$ cat config.mk
export PLATFORM = sky130hd
export DESIGN_NAME = voice_fifo_frame_ctrl
export DESIGN_NICKNAME = d
export VERILOG_FILES = /design/src/rtl/voice_fifo_frame_ctrl.sv
export SDC_FILE = /design/constraint.sdc
export NUM_CORES = 1
export LEC_CHECK = 0
export CAP_MARGIN = 20
export CORE_ASPECT_RATIO = 1.2
export CORE_MARGIN = 5
export CORE_UTILIZATION = 30
export DETAILED_ROUTE_END_ITERATION = 10
export PLACE_DENSITY_LB_ADDON = 0.08
export SYNTH_ARGS = -nofsm -noshare
export SYNTH_HDL_FRONTEND = slang
export SYNTH_SLANG_ARGS = --single-unit
$ cat constraint.sdc
create_clock -name clk -period 6.3 [get_ports clk]
set_input_delay 0.945 -clock clk [delete_from_list [all_inputs] [get_ports clk]]
set_output_delay 0.945 -clock clk [all_outputs]
set_load 0.05 [all_outputs]
$ cat src/rtl/voice_fifo_frame_ctrl.sv
`timescale 1ns/1ps
// voice_fifo_frame_ctrl
//   Frame scheduler wrapped around the voice-change sample FIFO.
//   Write side: registers a non-stallable sample stream into the FIFO. Samples
//   that arrive while the FIFO is almost full (or full) are dropped and counted.
//   Read side: waits until a complete frame of FRAME_LEN samples is buffered.
//   It then bursts that frame to the pitch-shift processor over valid/ready,
//   marking the last sample of the frame with m_last.
//
// Ports
//   clk, tb_rst                         clock; asynchronous active-high reset
//   s_data, s_valid                     incoming sample stream (no backpressure)
//   fifo_wr_data, fifo_wr_en            FIFO write port (registered)
//   fifo_wr_full, fifo_almost_full      FIFO write-side flags
//   fifo_rd_data, fifo_rd_en            FIFO read port (data one cycle after en)
//   fifo_rd_empty, fifo_rd_water_level  FIFO read-side status
//   m_data, m_valid, m_ready, m_last    frame stream to the processor
//   busy                                frame being read or drained
//   frame_cnt                           completed frames (wraps)
//   drop_cnt                            dropped samples (saturates)
module voice_fifo_frame_ctrl #(
  parameter int DATA_W    = 16,
  parameter int LVL_W     = 12,
  parameter int FRAME_LEN = 256
) (
  input  logic              clk,
  input  logic              tb_rst,
  input  logic [DATA_W-1:0] s_data,
  input  logic              s_valid,
  output logic [DATA_W-1:0] fifo_wr_data,
  output logic              fifo_wr_en,
  input  logic              fifo_wr_full,
  input  logic              fifo_almost_full,
  input  logic [DATA_W-1:0] fifo_rd_data,
  output logic              fifo_rd_en,
  input  logic              fifo_rd_empty,
  input  logic [LVL_W-1:0]  fifo_rd_water_level,
  output logic [DATA_W-1:0] m_data,
  output logic              m_valid,
  input  logic              m_ready,
  output logic              m_last,
  output logic              busy,
  output logic [15:0]       frame_cnt,
  output logic [15:0]       drop_cnt
);

  localparam int CNT_W = $clog2(FRAME_LEN + 1);
  localparam logic [CNT_W-1:0] FRAME_END  = CNT_W'(FRAME_LEN);
  localparam logic [CNT_W-1:0] FRAME_LAST = CNT_W'(FRAME_LEN - 1);
  localparam logic [LVL_W-1:0] FRAME_LVL  = LVL_W'(FRAME_LEN);

  typedef enum logic [1:0] {
    IDLE  = 2'd0,
    READ  = 2'd1,
    DRAIN = 2'd2
  } state_t;

  state_t state, state_nx;

  logic [CNT_W-1:0]  iss_cnt;
  logic              iss_clr;
  logic [CNT_W-1:0]  out_cnt;
  logic              rd_pend;
  logic [1:0]        occ;
  logic [DATA_W-1:0] head;
  logic [DATA_W-1:0] tail;
  logic              blocked;
  logic              accept;
  logic              fill;
  logic              pop;
  logic              last_hs;
  logic [2:0]        outstanding;

  // ---------------------------------------------------------------- write path
  assign blocked = fifo_almost_full | fifo_wr_full;
  assign accept  = s_valid & ~blocked;

  always_ff @(posedge clk or posedge tb_rst) begin
    if (tb_rst) begin
      fifo_wr_en   <= 1'b0;
      fifo_wr_data <= '0;
      drop_cnt     <= '0;
    end else begin
      fifo_wr_en <= accept;
      if (accept) begin
        fifo_wr_data <= s_data;
      end
      if (s_valid && blocked && (drop_cnt != '1)) begin
        drop_cnt <= drop_cnt + 16'd1;
      end
    end
  end

  // ------------------------------------------------------------ read FSM
  // Skid entries plus the read whose data is still on fifo_rd_data; keeping
  // this below 2 guarantees the 2-entry buffer can never overflow.
  assign outstanding = {1'b0, occ} + {2'b00, rd_pend};

  always_ff @(posedge clk or posedge tb_rst) begin
    if (tb_rst) begin
      state <= IDLE;
    end else begin
      state <= state_nx;
    end
  end

  always_comb begin
    state_nx   = state;
    fifo_rd_en = 1'b0;
    busy       = 1'b0;
    iss_clr    = 1'b0;
    unique case (state)
      IDLE: begin
        iss_clr = 1'b1;
        if ((fifo_rd_water_level >= FRAME_LVL) && !fifo_rd_empty) begin
          state_nx = READ;
        end
      end
      READ: begin
        busy       = 1'b1;
        fifo_rd_en = (iss_cnt < FRAME_END) && !fifo_rd_empty && (outstanding < 3'd2);
        // DRAIN is entered as the final read of the frame is issued.
        if (fifo_rd_en && (iss_cnt == FRAME_LAST)) begin
          state_nx = DRAIN;
        end
      end
      DRAIN: begin
        busy = 1'b1;
        if (last_hs) begin
          state_nx = IDLE;
        end
      end
      default: begin
        state_nx = IDLE;
      end
    endcase
  end

  always_ff @(posedge clk or posedge tb_rst) begin
    if (tb_rst) begin
      iss_cnt <= '0;
    end else if (iss_clr) begin
      iss_cnt <= '0;
    end else if (fifo_rd_en) begin
      iss_cnt <= iss_cnt + 1'b1;
    end
  end

  // -------------------------------------------------------- output skid buffer
  assign fill    = rd_pend;
  assign m_valid = (occ != 2'd0);
  assign m_data  = head;
  assign pop     = m_valid & m_ready;
  assign m_last  = m_valid && (out_cnt == FRAME_LAST);
  assign last_hs = pop & m_last;

  always_ff @(posedge clk or posedge tb_rst) begin
    if (tb_rst) begin
      rd_pend <= 1'b0;
      occ     <= 2'd0;
      head    <= '0;
      tail    <= '0;
    end else begin
      rd_pend <= fifo_rd_en;
      unique case ({fill, pop})
        2'b10: begin
          if (occ == 2'd0) begin
            head <= fifo_rd_data;
          end else begin
            tail <= fifo_rd_data;
          end
          occ <= occ + 2'd1;
        end
        2'b01: begin
          head <= tail;
          occ  <= occ - 2'd1;
        end
        2'b11: begin
          // Occupancy unchanged: the new word lands behind whatever remains.
          if (occ == 2'd1) begin
            head <= fifo_rd_data;
          end else begin
            head <= tail;
            tail <= fifo_rd_data;
          end
        end
        default: begin
        end
      endcase
    end
  end

  // ---------------------------------------------------- frame bookkeeping
  always_ff @(posedge clk or posedge tb_rst) begin
    if (tb_rst) begin
      out_cnt   <= '0;
      frame_cnt <= '0;
    end else if (pop) begin
      if (m_last) begin
        out_cnt   <= '0;
        frame_cnt <= frame_cnt + 16'd1;
      end else begin
        out_cnt <= out_cnt + 1'b1;
      end
    end
  end

endmodule

==> out/metrics.yaml <==
power_and_ir_drop:
  clock_power_share_pct: 21.3
  ir_worst_vdd_uv: 199
  p_comb_share_pct: 40.8
  switching_share_pct: 39.9
  internal-power_mw: 1.57
  power_density_nw_per_um2: 409
  p_switching_mw: 1.04
  sequentialPowerShare_pct: 37.9
  p_leak_nw: 2.74
cells_and_area:
  n_antenna_cell: 0
  final_cells: 729
  syn_to_final_growth_pct: 34.8
  finalNetCount: 581
  mostFrequentLayoutCells: "clkdlybuf4s50_1, dfrtp_1, nand2_1, mux2_2, xor2_1"
  drive_gt1_share_pct: 12.1
  layout_commonest_cell: "clkdlybuf4s50_1"
sta:
  finalCritPeriodShare_pct: 63.5
  final.setup.tns_ps: 0
  fmax_mhz: 250
  clock_skew_ps: 6.52
  tightest_slew_ps: 764
  finalCriticalPeriod_ps: 4000
  relSlewSlack_pct: 48.7
  setup_viol: 0
  rsz0062_at_grt: "no"
  final_max_slew_viol_count: 0
  hold_violations: 0
setup_path:
  crit_top_cell: "clkdlybuf4s50_1"
  worstSetupPathType: "in -> out"
  worst_ep_required_time_ps: 5350
  cp-end-kind: "output port"
  ff2ff_setup_slack_ps: 3590
  critical-path-slowest-cell: "clkdlybuf4s50_1"
  reg2reg_from: "occ[0]"
  cp_data_arrival_time_ps: 3050
  worstPathMaxFanout: 9
  reg2reg_depth: 9
  slowest_delay_ps: 820
  critical_path.top_delay_family: "buffers and inverters"
  start_kind: "input port"
  reg2reg_to: "tail[4]"
  crit_chain: "clkdlybuf4s50_1 -> a2111oi_4 -> nand2_1 -> inv_1 -> clkdlybuf4s50_1"
  critPathBufInv: 3
yosys:
  seq_area_frac_synth_pct: 55.0
  synthFlopType: "dfrtp_1"
  netlist_instances: 404
  synthTopCellsByArea: "dfrtp_1, mux2_2, xor2_1"
  ys_seq_elements: 104
  syn-cell-area_um2: 4730
  yosys_warnings: 0
  synth_cell_types: 43
  async_flop_share_pct: 100
  syn_nets: 468
  synth_top_area_share_pct: 55.0
  synth_edf_count: 0
  synth_area_per_cell_um2: 11.7
  yosysTopAreaCell: "dfrtp_1"
detailed_routing:
  drt-initial-drc-count: 188
  vias_per_cell: 4.78
  drcViolationCount: 0
  antenna_left: 0
  wl_mm: 11.1
  wl_per_cell_um: 15.2
  drtPass1Iterations: 4
  vias: 3485
clock_network:
  numCtsBuffers: 9
  cts_tree: "built"
  worstSkewPairLatency_ps: 340
  holdBufCountCts: 0
  path_clk_slew_ps: 70
  htree_levels: 3
  cts.sinks: 104
  cts_root_buffer: "clkbuf_16"
  cts_buffer_depth: 2
  ctsResizeCount: 0
  postCtsSetupBuffers: 0
global_routing:
  grt_pass1_vias: 3627
  grt_max_degree: 54
  antenna_found_initial: 0
  grt_pass1_wl_mm: 18.8
  grt-ovfl-total: 0
  grtUsageTotal_pct: 12.5
run:
  drv_cap: 0
floorplanning:
  die_h_um: 148
  num_io_pins: 120
  fp.dieW_um: 125
  core_area_um2: 15600
  start_util_pct: 30.4
  dieArea_um2: 18400
  core.rowCount: 50
placed_design:
  dpl.cell_count: 714
  port-buffer-count: 111
  hpwl_mm: 7.81
  gp_congestion: 0.766
worst_hold_path:
  worstHoldEndpoint: "frame_cnt[15]"
  whs_path_depth: 1
  min-delay-path-class: "reg -> reg"
  holdCritStartpoint: "frame_cnt[15]"
run_status:
  status: "finished, final reports clean"
registers in the layout, summed over array words and instances (netlist names):
register      flops
drop_cnt         16
fifo_wr_data     16
frame_cnt        16
m_data           16
tail             16
iss_cnt           9
out_cnt           9
occ               2
state             2
fifo_wr_en        1
fill              1
power by group through the flow:
| stage | logic [mW] | registers [mW] | clock network, mW |
|---|---|---|---|
| CTS | 1.08 | 0.992 | 0.583 |
| global placement | 1.06 | 0.996 | 0 |
| global route | 1.15 | 1.02 | 0.615 |
| finish | 1.06 | 0.989 | 0.556 |
| detailed placement | 1.08 | 1.00 | 0 |
| floorplan | 0.439 | 1.28 | 0 |
metal layers:
layer	vias up	part of all wire, %	track usage (%)
met4	0	1.6	4.93
met3	10	6.5	3.58
li1	1660	-	-
met5	-	0	0
met2	95	48	20.6
met1	1720	44	15.6
synthesized netlist by cell type (all sizes together) (3+ instances only):
cell type	number
nor3	14
a21oi	3
nor4	8
nor2	15
buf	4
nand2	40
xor2	28
nand4	20
dfrtp	104
and3	10
xnor2	17
ha	13
inv	12
o21ai	20
nand3	11
clkbuf	9
mux2	35
a22oi	16
final cells by class:
class,instances,area (µm²)
Sequential cell,104,2600
Clock inverter,3,42.5
Timing Repair Buffer,115,1140
Fill cell,1501,9210
Clock buffer,12,246
Multi-Input combinational cell,275,2030
Tap cell,208,260
Inverter,12,47.5
stage by stage:
stage | worst slack [ps] | hold WS, ps | utilization, % | instance area, µm² | power [mW]
floorplan | 2620 | 450 | - | 4730 | 1.72
global placement | 2250 | 460 | 39.1 | 6080 | 2.06
detailed placement | 2290 | 470 | 39.1 | 6080 | 2.08
CTS | 2280 | 479 | 40.9 | 6370 | 2.66
global route | 2150 | 502 | 40.9 | 6370 | 2.78
finish | 2300 | 469 | 40.9 | 6370 | 2.61
worst max-delay path by stage:
stage	from	endpoint	slack [ps]	cells after the start
2_1_floorplan	tb_rst	drop_cnt[0]	2620	1
3_3_place_gp	fifo_rd_empty	fifo_rd_en	2250	5
3_5_place_dp	fifo_rd_empty	fifo_rd_en	2290	5
4_1_cts	fifo_rd_empty	fifo_rd_en	2280	5
5_1_grt	fifo_rd_empty	fifo_rd_en	2150	5
6_report	fifo_rd_empty	fifo_rd_en	2300	5
kinds of logic (layout without fill, tap and decap cells):
family	after synthesis	count (layout)	share of synthesized area [%]
fa+ha+maj	13	13	3.44
mux	35	35	8.41
xor+xnor	45	45	8.34
compound gates	50	50	7.20
simple gates	132	132	15.5
buf+inv	25	142	2.06
flops	104	104	55.0
(Power assumes the default switching activity.)
